## config.mk

```make
export PLATFORM = sky130hd
export DESIGN_NAME = hnf_txrsp
export DESIGN_NICKNAME = d
export VERILOG_FILES = /design/src/rtl/hnf_txrsp.sv
export SDC_FILE = /design/constraint.sdc
export NUM_CORES = 1
export LEC_CHECK = 0
export ABC_AREA = 0
export ABC_CLOCK_PERIOD_IN_PS = 2800
export CORE_MARGIN = 1.5
export CORE_UTILIZATION = 53
export CTS_BUF_LIST = sky130_fd_sc_hd__clkbuf_2 sky130_fd_sc_hd__clkbuf_4 sky130_fd_sc_hd__clkbuf_8
export CTS_CLUSTER_SIZE = 30
export DETAILED_ROUTE_END_ITERATION = 7
export PLACE_DENSITY = 0.79
export SETUP_SLACK_MARGIN = 0.02
export SLEW_MARGIN = 30
export SYNTH_ARGS = -nofsm -noshare
export SYNTH_HDL_FRONTEND = slang
export SYNTH_SLANG_ARGS = --single-unit
```

## constraint.sdc

```tcl
create_clock -name clock -period 2.8 [get_ports clock]
set_input_delay 0.56 -clock clock [delete_from_list [all_inputs] [get_ports clock]]
set_output_delay 0.56 -clock clock [all_outputs]
set_load 0.02 [all_outputs]
```

## src/rtl/hnf_txrsp.sv

```systemverilog
// HNF TX response channel: posq FIFO -> CHI TXRSP link with L-credits; 2-cycle write->FLITV, ready = ~full.
// Optional HNF_TXRSP_LCRD_RETURN_EN: return held credits as RespLCrdReturn flits while deactivating.

package hnf_txrsp_pkg;

  typedef struct packed {
    logic [3:0]  qos;
    logic [10:0] tgtid;
    logic [10:0] srcid;
    logic [11:0] txnid;
    logic [4:0]  opcode;
    logic [1:0]  resperr;
    logic [2:0]  resp;
    logic [2:0]  fwdstate;
    logic [11:0] dbid;
    logic [3:0]  pcrdtype;
    logic        tracetag;
  } rspflit_t;

  localparam logic [4:0] RSP_OPC_LCRDRETURN = 5'h00;

endpackage

module hnf_txrsp_fifo #(
  parameter int WIDTH = 8,
  parameter int DEPTH = 4
) (
  input  logic             clock,
  input  logic             reset,
  input  logic             push,
  input  logic [WIDTH-1:0] push_dat,
  input  logic             pop,
  output logic [WIDTH-1:0] pop_dat,
  output logic             full,
  output logic             empty
);

  localparam int AW = $clog2(DEPTH);

  logic [WIDTH-1:0] mem_q [DEPTH];
  logic [AW-1:0]    wr_ptr_q, wr_ptr_d;
  logic [AW-1:0]    rd_ptr_q, rd_ptr_d;
  logic [AW:0]      cnt_q, cnt_d;

  assign full    = (cnt_q == (AW+1)'(DEPTH));
  assign empty   = (cnt_q == '0);
  assign pop_dat = mem_q[rd_ptr_q];

  always_comb begin
    wr_ptr_d = wr_ptr_q;
    rd_ptr_d = rd_ptr_q;
    cnt_d    = cnt_q;
    if (push) wr_ptr_d = wr_ptr_q + AW'(1);
    if (pop)  rd_ptr_d = rd_ptr_q + AW'(1);
    if (push && !pop)      cnt_d = cnt_q + (AW+1)'(1);
    else if (pop && !push) cnt_d = cnt_q - (AW+1)'(1);
  end

  always_ff @(posedge clock or posedge reset) begin
    if (reset) begin
      wr_ptr_q <= '0;
      rd_ptr_q <= '0;
      cnt_q    <= '0;
    end else begin
      wr_ptr_q <= wr_ptr_d;
      rd_ptr_q <= rd_ptr_d;
      cnt_q    <= cnt_d;
    end
  end

  // Storage needs no reset: the count alone defines which entries are live.
  always_ff @(posedge clock) begin
    if (push) mem_q[wr_ptr_q] <= push_dat;
  end

endmodule

module hnf_txrsp
  import hnf_txrsp_pkg::*;
#(
  parameter int POSQ_DEPTH = 4,
  parameter int MAX_LCRD   = 15
) (
  input  logic     clock,
  input  logic     reset,
  input  rspflit_t txrsp_posq_entry,
  input  logic     txrsp_posq_entry_valid,
  output logic     txrsp_posq_entry_ready,
  input  logic     link_en,
  output logic     TXLINKACTIVEREQ,
  input  logic     TXLINKACTIVEACK,
  output rspflit_t TXRSPFLIT,
  output logic     TXRSPFLITV,
  output logic     TXRSPFLITPEND,
  input  logic     TXRSPLCRDV,
  output logic     lcrd_overflow
);

  typedef enum logic [1:0] {
    ST_STOP,
    ST_ACTIVATE,
    ST_RUN,
    ST_DEACTIVATE
  } link_state_e;

  localparam logic [3:0] LCRD_MAX = 4'(MAX_LCRD);

  link_state_e state_q;
  logic        req_q;
  logic [3:0]  credit_q, credit_d;
  logic        ovf_q, ovf_d;
  logic        flitv_q, flitv_d;
  rspflit_t    flit_q, flit_d;

  logic     fifo_full, fifo_empty, fifo_push;
  rspflit_t fifo_head;
  logic     send, lcrd_ret, flit_go, lcrd_inc, deact_done, credit_clr;

  assign fifo_push              = txrsp_posq_entry_valid & ~fifo_full;
  assign txrsp_posq_entry_ready = ~fifo_full;

  hnf_txrsp_fifo #(
    .WIDTH ($bits(rspflit_t)),
    .DEPTH (POSQ_DEPTH)
  ) u_posq (
    .clock    (clock),
    .reset    (reset),
    .push     (fifo_push),
    .push_dat (txrsp_posq_entry),
    .pop      (send),
    .pop_dat  (fifo_head),
    .full     (fifo_full),
    .empty    (fifo_empty)
  );

  assign send     = (state_q == ST_RUN) && !fifo_empty && (credit_q != 4'd0);
  assign lcrd_inc = TXRSPLCRDV && ((state_q == ST_ACTIVATE) || (state_q == ST_RUN));

`ifdef HNF_TXRSP_LCRD_RETURN_EN
  // Held credits drain as return flits; the link may only stop once none remain.
  assign lcrd_ret   = (state_q == ST_DEACTIVATE) && (credit_q != 4'd0);
  assign deact_done = (credit_q == 4'd0);
  assign credit_clr = 1'b0;
`else
  assign lcrd_ret   = 1'b0;
  assign deact_done = 1'b1;
  assign credit_clr = (state_q == ST_RUN) && !link_en;
`endif

  assign flit_go       = send | lcrd_ret;
  assign TXRSPFLITPEND = flit_go;

  always_comb begin
    credit_d = credit_q;
    ovf_d    = ovf_q;
    if (lcrd_inc && !flit_go) begin
      if (credit_q == LCRD_MAX) ovf_d = 1'b1;
      else                      credit_d = credit_q + 4'd1;
    end else if (flit_go && !lcrd_inc) begin
      credit_d = credit_q - 4'd1;
    end
    if (credit_clr) credit_d = 4'd0;
  end

  always_comb begin
    flitv_d = flit_go;
    flit_d  = flit_q;
    if (send) begin
      flit_d = fifo_head;
    end else if (lcrd_ret) begin
      flit_d        = '0;
      flit_d.opcode = RSP_OPC_LCRDRETURN;
    end
  end

  always_ff @(posedge clock or posedge reset) begin
    if (reset) begin
      credit_q <= 4'd0;
      ovf_q    <= 1'b0;
      flitv_q  <= 1'b0;
      flit_q   <= '0;
    end else begin
      credit_q <= credit_d;
      ovf_q    <= ovf_d;
      flitv_q  <= flitv_d;
      flit_q   <= flit_d;
    end
  end

  // Link FSM; REQ is registered alongside the state so it is high exactly in ACTIVATE/RUN.
  always_ff @(posedge clock or posedge reset) begin
    if (reset) begin
      state_q <= ST_STOP;
      req_q   <= 1'b0;
    end else begin
      case (state_q)
        ST_STOP: begin
          if (link_en) begin
            state_q <= ST_ACTIVATE;
            req_q   <= 1'b1;
          end
        end
        ST_ACTIVATE: begin
          if (TXLINKACTIVEACK) state_q <= ST_RUN;
        end
        ST_RUN: begin
          if (!link_en) begin
            state_q <= ST_DEACTIVATE;
            req_q   <= 1'b0;
          end
        end
        ST_DEACTIVATE: begin
          if (!TXLINKACTIVEACK && deact_done) state_q <= ST_STOP;
        end
        default: begin
          state_q <= ST_STOP;
          req_q   <= 1'b0;
        end
      endcase
    end
  end

  assign TXLINKACTIVEREQ = req_q;
  assign TXRSPFLITV      = flitv_q;
  assign TXRSPFLIT       = flit_q;
  assign lcrd_overflow   = ovf_q;

endmodule

```

## After elaboration in Yosys (flattened, before gate mapping)

Memories as Yosys holds them, arrays and structs flattened. A register that Yosys moved wholly into a read port is not among the register bits.
Index checks and enable logic that the tools add are counted.

| word-level totals | value |
|---|---|
| word-level logic and storage cells | 67 |
| output and inout port bits | 73 |
| input port bits | 74 |
| bits in writable memories | 272 |
| register bits | 16 |
| memories kept | 1 |

Memories:

| name | depth | bits a word | rd ports | clocked after memory_dff | wr ports | RTL line | RTL |
|---|---|---|---|---|---|---|---|
| u_posq.mem_q | 4 | 68 | 1 | 1 | 1 | 40 | `logic [WIDTH-1:0] mem_q [DEPTH];` |

| cells by class | value |
|---|---|
| multiplexer cells | 16 |
| eq/ne operators | 10 |
| add/subtract/negate cells | 6 |
| reductions and logical operators | 24 |
| bitwise gates (word level) | 2 |

Operator list:

| cell | number |
|---|---|
| 4-bit two-way mux | 4 |
| 1-bit logical AND | 8 |
| 2-bit two-way mux | 4 |
| 2-bit != test (second input constant) | 4 |
| 2-bit case mux with 4 select lines | 1 |
| 3-bit two-way mux | 2 |
| 1-bit zero test | 5 |
| 2-bit by 1-bit adder with 2-bit output (second input constant) | 2 |
| 4-bit by 1-bit adder with 4-bit output (second input constant) | 1 |
| 2-bit == test (second input constant) | 2 |
| 4-bit == test (second input constant) | 1 |
| 1-bit two-way mux | 4 |
| 2-bit AND reduction | 2 |
| 4-bit AND reduction | 1 |
| 2-bit nonzero test | 2 |
| 4-bit nonzero test | 1 |
| 4-bit by 1-bit subtractor with 4-bit output (second input constant) | 1 |
| 3-bit by 1-bit adder with 3-bit output (second input constant) | 1 |
| 3-bit == test (second input constant) | 1 |
| 3-bit zero test | 1 |
| 3-bit != test (second input constant) | 1 |
| 3-bit AND reduction | 1 |
| 3-bit nonzero test | 1 |
| 3-bit by 1-bit subtractor with 3-bit output (second input constant) | 1 |
| 6 further kinds | 6 |

## Longest topological paths before layout

Gate-level depths: netlist of run 1.

| logic depth | value |
|---|---|
| depth in word-level cells | 8 |
| gate-level depth with buffers | 12 |
| mapped depth without buffers | 10 |

## By module

From an unflattened synthesis of run 1, not the netlist that was laid out.

| unflattened totals | value |
|---|---|
| cells, all modules | 745 |
| area, all modules | 13427.9 sq um |

By module, submodules not included:

| module | times used | sequential area each (sq um) | area each (sq um) | cells an instance |
|---|---|---|---|---|
| hnf_txrsp_fifo | 1 | 8343.0 | 10287.4 | 391 |
| hnf_txrsp | 1 | 1926.8 | 3140.5 | 354 |

## Worst setup path before layout of run 1

No wires, ideal clock.

| timing path | value |
|---|---|
| kind | register to register |
| from | reg u_posq.cnt_q[0] |
| to | mem u_posq.mem_q[1][0] in the netlist's numbering, enable pin |
| library setup time | 0.434 ns |
| data arrival time | 2.404 ns |
| required time | 2.366 ns |
| slack | -0.038 ns |
| stages on the path, launching flop included | 4 |
| buffers on the path | 0 |
| clock period less this slack | 2.838 ns |
| cells stage by stage | dfrtp_1 -> nor2_1 -> nand2_1 -> and3_1 |

| between the ends | value |
|---|---|
| cells in the longest elaborated chain, start to end | 5 |

RTL lines:

| what | RTL line | RTL |
|---|---|---|
| from (decl) | 43 | `logic [AW:0] cnt_q, cnt_d;` |
| from (signal assigned) | 67 | `cnt_q <= cnt_d;` |
| 3-bit == test | 45 | `assign full = (cnt_q == (AW+1)'(DEPTH));` |
| 1-bit inverter | n/a |  |
| via txrsp_posq_entry_ready | 88 | `output logic txrsp_posq_entry_ready,` |
| 1-bit bitwise AND | 119 | `assign fifo_push = txrsp_posq_entry_valid & ~fifo_full;` |
| 1-bit two-way mux | 73 | `if (push) mem_q[wr_ptr_q] <= push_dat;` |
| 1-bit two-way mux (implied by the code) | 73 |  |
| to (decl) | 40 |  |

The timed path passes the listed nets, and every way through them passes these cells.

## Final worst setup path of run 1

| timing path | value |
|---|---|
| from | reg credit_q[1] |
| to | out TXRSPFLITPEND |

| between the ends | value |
|---|---|
| cells in the longest elaborated chain, start to end | 2 |

RTL lines:

| what | RTL line | RTL |
|---|---|---|
| from (decl) | 110 | `logic [3:0] credit_q, credit_d;` |
| from (signal assigned) | 183 | `credit_q <= credit_d;` |
| 4-bit nonzero test | 136 | `assign send = (state_q == ST_RUN) && !fifo_empty && (credit_q != 4'd0);` |
| 1-bit logical AND | 136 |  |
| to (decl) | 94 | `output logic TXRSPFLITPEND,` |

No other way between the ends.

==> metrics.md, run 1 <==
| Metric | Value |
|---|---|
| Commonest non-fill, non-tap cell in the layout | edfxtp_1 |
| Maxcap violations | 0 |
| Synth Net Count | 827 |
| EDFF count, synth | 272 |
| WP data arrival | 2.12 ns |
| Min Tclk post-route | 2.68 ns |
| CP startpoint kind | flop |
| Post-placement cell area | 15400 um2 |
| Total Neg Setup Slack | 0 ns |
| Post-DP HPWL | 15.4 mm |
| Most used flip-flop cell after synthesis | edfxtp_1 |
| Fin Clk Skew | 0.0183 ns |
| Worst skew pair latency | 0.56 ns |
| Fillers | 1583 |
| Clock root buffer master | clkbuf_8 |
| IO Port Bufs | 146 |
| Synth Register Bits | 356 |
| Hold-fix buffers at CTS | 0 |
| Final period utilization | 0.958 |
| DRC viols | 0 |
| Power Dens Cells | 1120 nW/um2 |
| Gr ovfl total | 0 |
| CP max FO | 17 |
| Crit. End Element | primary output |
| Hold WC Path Type | in2async |
| Worst-path clk slew | 0.06 ns |
| # setup viols final | 0 |
| LEAKAGE | 6.21 nW |
| Syn-to-layout area delta | 24.6% |
| DR vias | 7057 |
| Placement Rows | 57 |
| Synthesized area | 13300 um2 |
| Ys async rst share | 0.236 |
| FF-to-FF setup slack | 0.19 ns |
| Finished Cell Area | 16600 um2 |
| ANT nets after route | 0 |
| DIE AREA | 26100 um2 |
| # clock sinks | 356 |
| Number of nets in the layout | 1025 |
| Vias in the first global route | 7384 |
| Reg2Reg Launch Point | credit_q[1] |
| Sequential share of the synthesized area | 0.771 |
| VDD IR max | 1140 uV |
| Initial Utilization | 0.545 |
| I/O pins | 147 |
| H-tree level count | 2 |
| Total Wirelength | 25.6 mm |
| Yosys warnings | 0 |
| DP Worst Slack | 0.135 ns |
| Antenna Cells | 0 |
| Initial drt markers | 520 |
| Most frequent cells in the layout | edfxtp_1, nand2_1, clkdlybuf4s50_1 |
| Cell at the slowest stage of the critical path | or4_4 |
| Antenna violations before repair | 0 |
| Fmax | 373 MHz |
| Critical Path Start | credit_q[1] |
| DRT Pass-1 Iters | 5 |
| Worst Path Required | 2.24 ns |
| RSZ-0062 raised after global routing | false |
| Post-Synthesis Cells | 740 |
| R2R cell count | 8 |
| Die X | 162 um |
| Layout cell share with drive strength beyond 1 | 0.213 |
| Fin. Hold Viols | 0 |
| CP peak stage delay | 0.60 ns |
| Unique masters post-synth | 38 |
| Placeable Area | 24500 um2 |
| CTS Buf Count | 55 |
| Outcome | finished clean |
| Critical Path, Cell by Cell | or4_4 -> nand2_8 -> inv_2 -> dlygate4sd2_1 |
| Slew HR | 0.403 |
| DR vias/cell | 5.39 |
| Final setup margin | 0.118 ns |
| Slew @ Worst Pin | 0.895 ns |
| Total track usage | 0.204 |
| Syn avg cell area | 18.0 um2 |
| Setup CP Type | reg2out |
| Global-route wire length before repair | 40.5 mm |
| Final Wtd Congestion | 0.759 |
| CTS tree | done |
| Largest net degree at the start of global routing | 71 |
| Slew Limit Fails | 0 |
| Maximum clock insertion buffer count | 3 |
| Height of the die | 162 um |
| Mean routed wirelength per cell | 19.6 um |
==> sequential cells by signal, indices dropped and copies added (netlist names) <==
| signal | count |
|---|---|
| state_q | 2 |
| u_posq.cnt_q | 3 |
| u_posq.rd_ptr_q | 2 |
| TXRSPFLIT | 68 |
| u_posq.mem_q | 272 |
| credit_q | 4 |
| u_posq.wr_ptr_q | 2 |
| lcrd_overflow | 1 |
| TXLINKACTIVEREQ | 1 |
| TXRSPFLITV | 1 |
==> power breakdown <==
part / leakage [nW] / switching, W / internal (W) / total (W)
registers: 3.52 / 0.000773 / 0.00720 / 0.00797
logic: 2.05 / 0.00322 / 0.00292 / 0.00613
clock network: 0.639 / 0.00191 / 0.00251 / 0.00442
total: 6.21 / 0.00590 / 0.0126 / 0.0185
==> worst paths after layout <==
path,endpoint
hold reg to reg,TXRSPFLIT[63]
setup / recovery,TXRSPFLITPEND
min in group clock,TXRSPFLIT[63]
setup reg to reg,credit_q[3]
hold / removal,TXRSPFLIT[29]
max in group asynchronous,u_posq.rd_ptr_q[1]
==> layout make-up <==
class	instances	area, um2	share of cell area
tap	324	405	0.0244
sequential	356	10300	0.619
inverter	10	40.0	0.00241
clock buffer	86	1060	0.0637
timing repair buffer	172	1780	0.107
multi-input combinational	343	2930	0.176
clock inverter	18	119	0.00716
==> cells in the mapped netlist, drive strengths merged, types with 2 or more instances <==
| master | instances | share of area |
|---|---|---|
| edfxtp | 272 | 0.61 |
| nand2 | 208 | 0.059 |
| dfrtp | 84 | 0.16 |
| mux4 | 68 | 0.11 |
| clkbuf | 20 | 0.0056 |
| buf | 11 | 0.0040 |
| ha | 11 | 0.010 |
| inv | 10 | 0.0028 |
| and3 | 5 | 0.0023 |
| a21oi | 4 | 0.0015 |
| nor2 | 4 | 0.0011 |
| nor3 | 4 | 0.0015 |
| xnor2 | 4 | 0.0026 |
| a211oi | 3 | 0.0026 |
| mux2 | 3 | 0.0025 |
| mux2i | 3 | 0.0023 |
| o21ai | 3 | 0.0011 |
| xor2 | 3 | 0.0020 |
| fa | 2 | 0.0030 |
| nor2b | 2 | 0.00094 |
| o211ai | 2 | 0.0011 |
| o21a | 2 | 0.0011 |
==> per-layer routing <==
layer / track usage / share of wire / wire (um) / vias to the layer above
met4: 0.0690 / 0.022 / 571 / 0
met1: 0.286 / 0.43 / 11100 / 3597
met5: 0 / 0 / 0 / -
met2: 0.327 / 0.49 / 12600 / 228
li1: - / - / - / 3186
met3: 0.0378 / 0.054 / 1380 / 46
==> critical path: cells and delay by family, from the launching register on <==
family / cells / cell delay (ns)
buffers and inverters: 2 / 0.36
AND/OR/NAND/NOR: 2 / 0.76
flip-flops: 1 / 0.43
==> metrics by stage <==
step | hold WS [ns] | total power (W) | std cells | util
floorplan | 0.497 | 0.0117 | 740 | -
global placement | 0.454 | 0.0141 | 1204 | 0.630
detailed placement | 0.461 | 0.0143 | 1204 | 0.630
CTS | 0.344 | 0.0188 | 1309 | 0.679
global route | 0.344 | 0.0196 | 1309 | 0.679
finish | 0.334 | 0.0185 | 1309 | 0.679
==> kinds of logic (layout without fill, tap and decap cells) <==
| kind of cell | count (synthesis) | count (layout) | synth area share |
|---|---|---|---|
| compound gates | 21 | 21 | 0.0118 |
| xor+xnor | 7 | 7 | 0.00460 |
| fa+ha+maj | 13 | 13 | 0.0133 |
| buf+inv | 41 | 286 | 0.0125 |
| flops | 356 | 356 | 0.771 |
| mux | 74 | 74 | 0.120 |
| simple gates | 228 | 228 | 0.0674 |
==> repair_timing <==
action | in CTS | in global routing
gates resized for setup | 2 | 0
endpoints found under the setup margin | 1 | 0
setup buffers | 1 | 0
Note: power is estimated with default switching activity, not from simulation.
==> run 2, diff against run 1 <==
- CORE_ASPECT_RATIO: not set -> 2
- CORE_UTILIZATION: 53 -> 50
- CTS_BUF_LIST: sky130_fd_sc_hd__clkbuf_2 sky130_fd_sc_hd__clkbuf_4 sky130_fd_sc_hd__clkbuf_8 -> not set
- PLACE_DENSITY: 0.79 -> 0.75
==> run 2 against run 1 <==
Combinational power up 1%. Worst setup slack better by 0.043 ns. Fmax up 1.6%. Core utilization down 5.3 points. Sequential share of layout area up 0.62 points. Critical path depth unchanged. Final cell count down 2.4%. Hold slack better by 0.039 ns. Register-to-register slack better by 0.03 ns. Critical path type unchanged. Largest power group unchanged.
==> metrics.md, run 2 (same netlist as run 1, synthesis figures left out) <==
| Metric | Value |
|---|---|
| Most frequent cells in the layout | edfxtp_1, nand2_1, clkdlybuf4s50_1 (unchanged) |
| DRT Pass-1 Iters | 5 (unchanged) |
| CP max FO | 5 (was 17) |
| Global-route wire length before repair | 41.0 mm (was 40.5 mm) |
| DR vias | 6824 (was 7057) |
| Final period utilization | 0.943 (was 0.958) |
| Finished Cell Area | 16400 um2 (was 16600 um2) |
| Largest net degree at the start of global routing | 71 (unchanged) |
| WP data arrival | 2.08 ns (was 2.12 ns) |
| Vias in the first global route | 7404 (was 7384) |
| DRC viols | 0 (unchanged) |
| Utilization after layout | 0.626 (was 0.679) |
| Fmax | 379 MHz (was 373 MHz) |
| Multi-input gate area in the final layout | 2920 um2 (was 2930 um2) |
| Placed Instances | 1222 (was 1204) |
| Slew Limit Fails | 0 (unchanged) |
| FF-to-FF setup slack | 0.22 ns (was 0.19 ns) |
| Syn-to-layout area delta | 23.4% (was 24.6%) |
| Crit. End Element | primary output (unchanged) |
| Power Dens Cells | 1110 nW/um2 (was 1120 nW/um2) |
| LEAKAGE | 6.03 nW (was 6.21 nW) |
| Maximum clock insertion buffer count | 3 (unchanged) |
| R2R cell count | 8 (unchanged) |
| CP startpoint kind | flop (unchanged) |
| Max reg flops | 272 (unchanged) |
| Hold WC Path Type | in2async (unchanged) |
| VDD IR max | 774 uV (was 1140 uV) |
| H-tree level count | 1 (was 2) |
| Fillers | 1887 (was 1583) |
| Die X | 118 um (was 162 um) |
| Worst skew pair latency | 0.55 ns (was 0.56 ns) |
| Total Wirelength | 26.3 mm (was 25.6 mm) |
| Hold-fix buffers at CTS | 0 (unchanged) |
| Post-placement cell area | 15500 um2 (was 15400 um2) |
| Setup CP Type | reg2out (unchanged) |
| Reg with most FFs | u_posq.mem_q (unchanged) |
| Total Neg Setup Slack | 0 ns (unchanged) |
| Gr ovfl total | 0 (unchanged) |
| RSZ-0062 raised after global routing | false (unchanged) |
| Placement Rows | 84 (was 57) |
| Placeable Area | 26300 um2 (was 24500 um2) |
| Final Wtd Congestion | 0.735 (was 0.759) |
| Initial Utilization | 0.507 (was 0.545) |
| R2r endpoint | credit_q[3] (unchanged) |
| Reg2Reg Launch Point | credit_q[3] (was credit_q[1]) |
| Slew HR | 0.611 (was 0.403) |
| Worst-path clk slew | 0.07 ns (was 0.06 ns) |
| Commonest non-fill, non-tap cell in the layout | edfxtp_1 (unchanged) |
| Total track usage | 0.196 (was 0.204) |
| Maxcap violations | 0 (unchanged) |
| Number of nets in the layout | 996 (was 1025) |
| Slew @ Worst Pin | 0.583 ns (was 0.895 ns) |
| Layout cell share with drive strength beyond 1 | 0.162 (was 0.213) |
| I/O pins | 147 (unchanged) |
| Height of the die | 234 um (was 162 um) |
| WHS | 0.374 ns (was 0.334 ns) |
| Outcome | finished clean (unchanged) |
| Clock root buffer master | clkbuf_16 (was clkbuf_8) |
| DR vias/cell | 5.34 (was 5.39) |
| Area occupied by registers | 10300 um2 (unchanged) |
| Mean routed wirelength per cell | 20.6 um (was 19.6 um) |
| CTS Buf Count | 29 (was 55) |
| CTS tree | done (unchanged) |
| Setup Buffers After CTS | 0 (was 1) |
| Post-DP HPWL | 16.7 mm (was 15.4 mm) |
| Worst Path Required | 2.24 ns (about the same) |
| Initial drt markers | 444 (was 520) |
| Fin. Hold Viols | 0 (unchanged) |
| # clock sinks | 356 (unchanged) |
| ANT nets after route | 0 (unchanged) |
| DIE AREA | 27700 um2 (was 26100 um2) |
| Post-route insts no fill | 1278 (was 1309) |
| Antenna violations before repair | 2 (was 0) |
| Fin Clk Skew | 0.00572 ns (was 0.0183 ns) |
| Min Tclk post-route | 2.64 ns (was 2.68 ns) |
| IO Port Bufs | 146 (unchanged) |
| # setup viols final | 0 (unchanged) |
==> run 2: worst max path at each step <==
| stage | startpoint | end | slack [ns] | depth (start not counted) |
|---|---|---|---|---|
| 2_1_floorplan | reset | TXLINKACTIVEREQ | 0.07 | 1 |
| 3_3_place_gp | TXRSPLCRDV | credit_q[3] | 0.13 | 9 |
| 3_5_place_dp | TXRSPLCRDV | credit_q[3] | 0.10 | 9 |
| 4_1_cts | credit_q[3] | TXRSPFLITPEND | 0.14 | 4 |
| 5_1_grt | credit_q[1] | credit_q[3] | 0.06 | 8 |
| 6_report | credit_q[3] | TXRSPFLITPEND | 0.16 | 4 |
==> run 2: metrics by stage <==
stage                     power (W)  setup slack (ns)
after floorplan              0.0117            0.0749
final                        0.0183             0.161
after detailed placement     0.0144             0.105
after global placement       0.0142             0.129
after global routing         0.0193            0.0593
after CTS                    0.0185             0.136
==> run 2: timing repair <==
action | CTS | global route
resized for setup | 1 | 1
endpoints found under the setup margin | 1 | 1
endpoints found under the hold margin | 0 | 0
==> run 2: area by class of cell <==
cell class | count | area share
Antenna cell | 3 | 0.000457
Clock inverter | 15 | 0.0116
Timing Repair Buffer | 169 | 0.109
Tap cell | 344 | 0.0262
Multi-Input combinational cell | 343 | 0.178
Sequential cell | 356 | 0.625
Clock buffer | 38 | 0.0474
Inverter | 10 | 0.00243
==> run 2: where the power goes <==
group          internal (W)  switching, W  leakage, nW
clock               0.00234       0.00181        0.463
sequential          0.00719      0.000752         3.52
combinational       0.00294       0.00326         2.04
total                0.0125       0.00582         6.03
==> run 2: critical path: stages, from the launching register on <==
cell and delay, ns:
dfrtp_1 0.42, or4_4 0.61, nand2_4 0.13, inv_2 0.06, dlygate4sd2_1 0.31
==> run 2: layer usage <==
metal	track usage	vias up	routed length, um
li1	-	3105	-
met1	0.223	3544	9780
met2	0.376	145	14900
met3	0.0219	30	866
met4	0.0742	0	705
met5	0	-	0
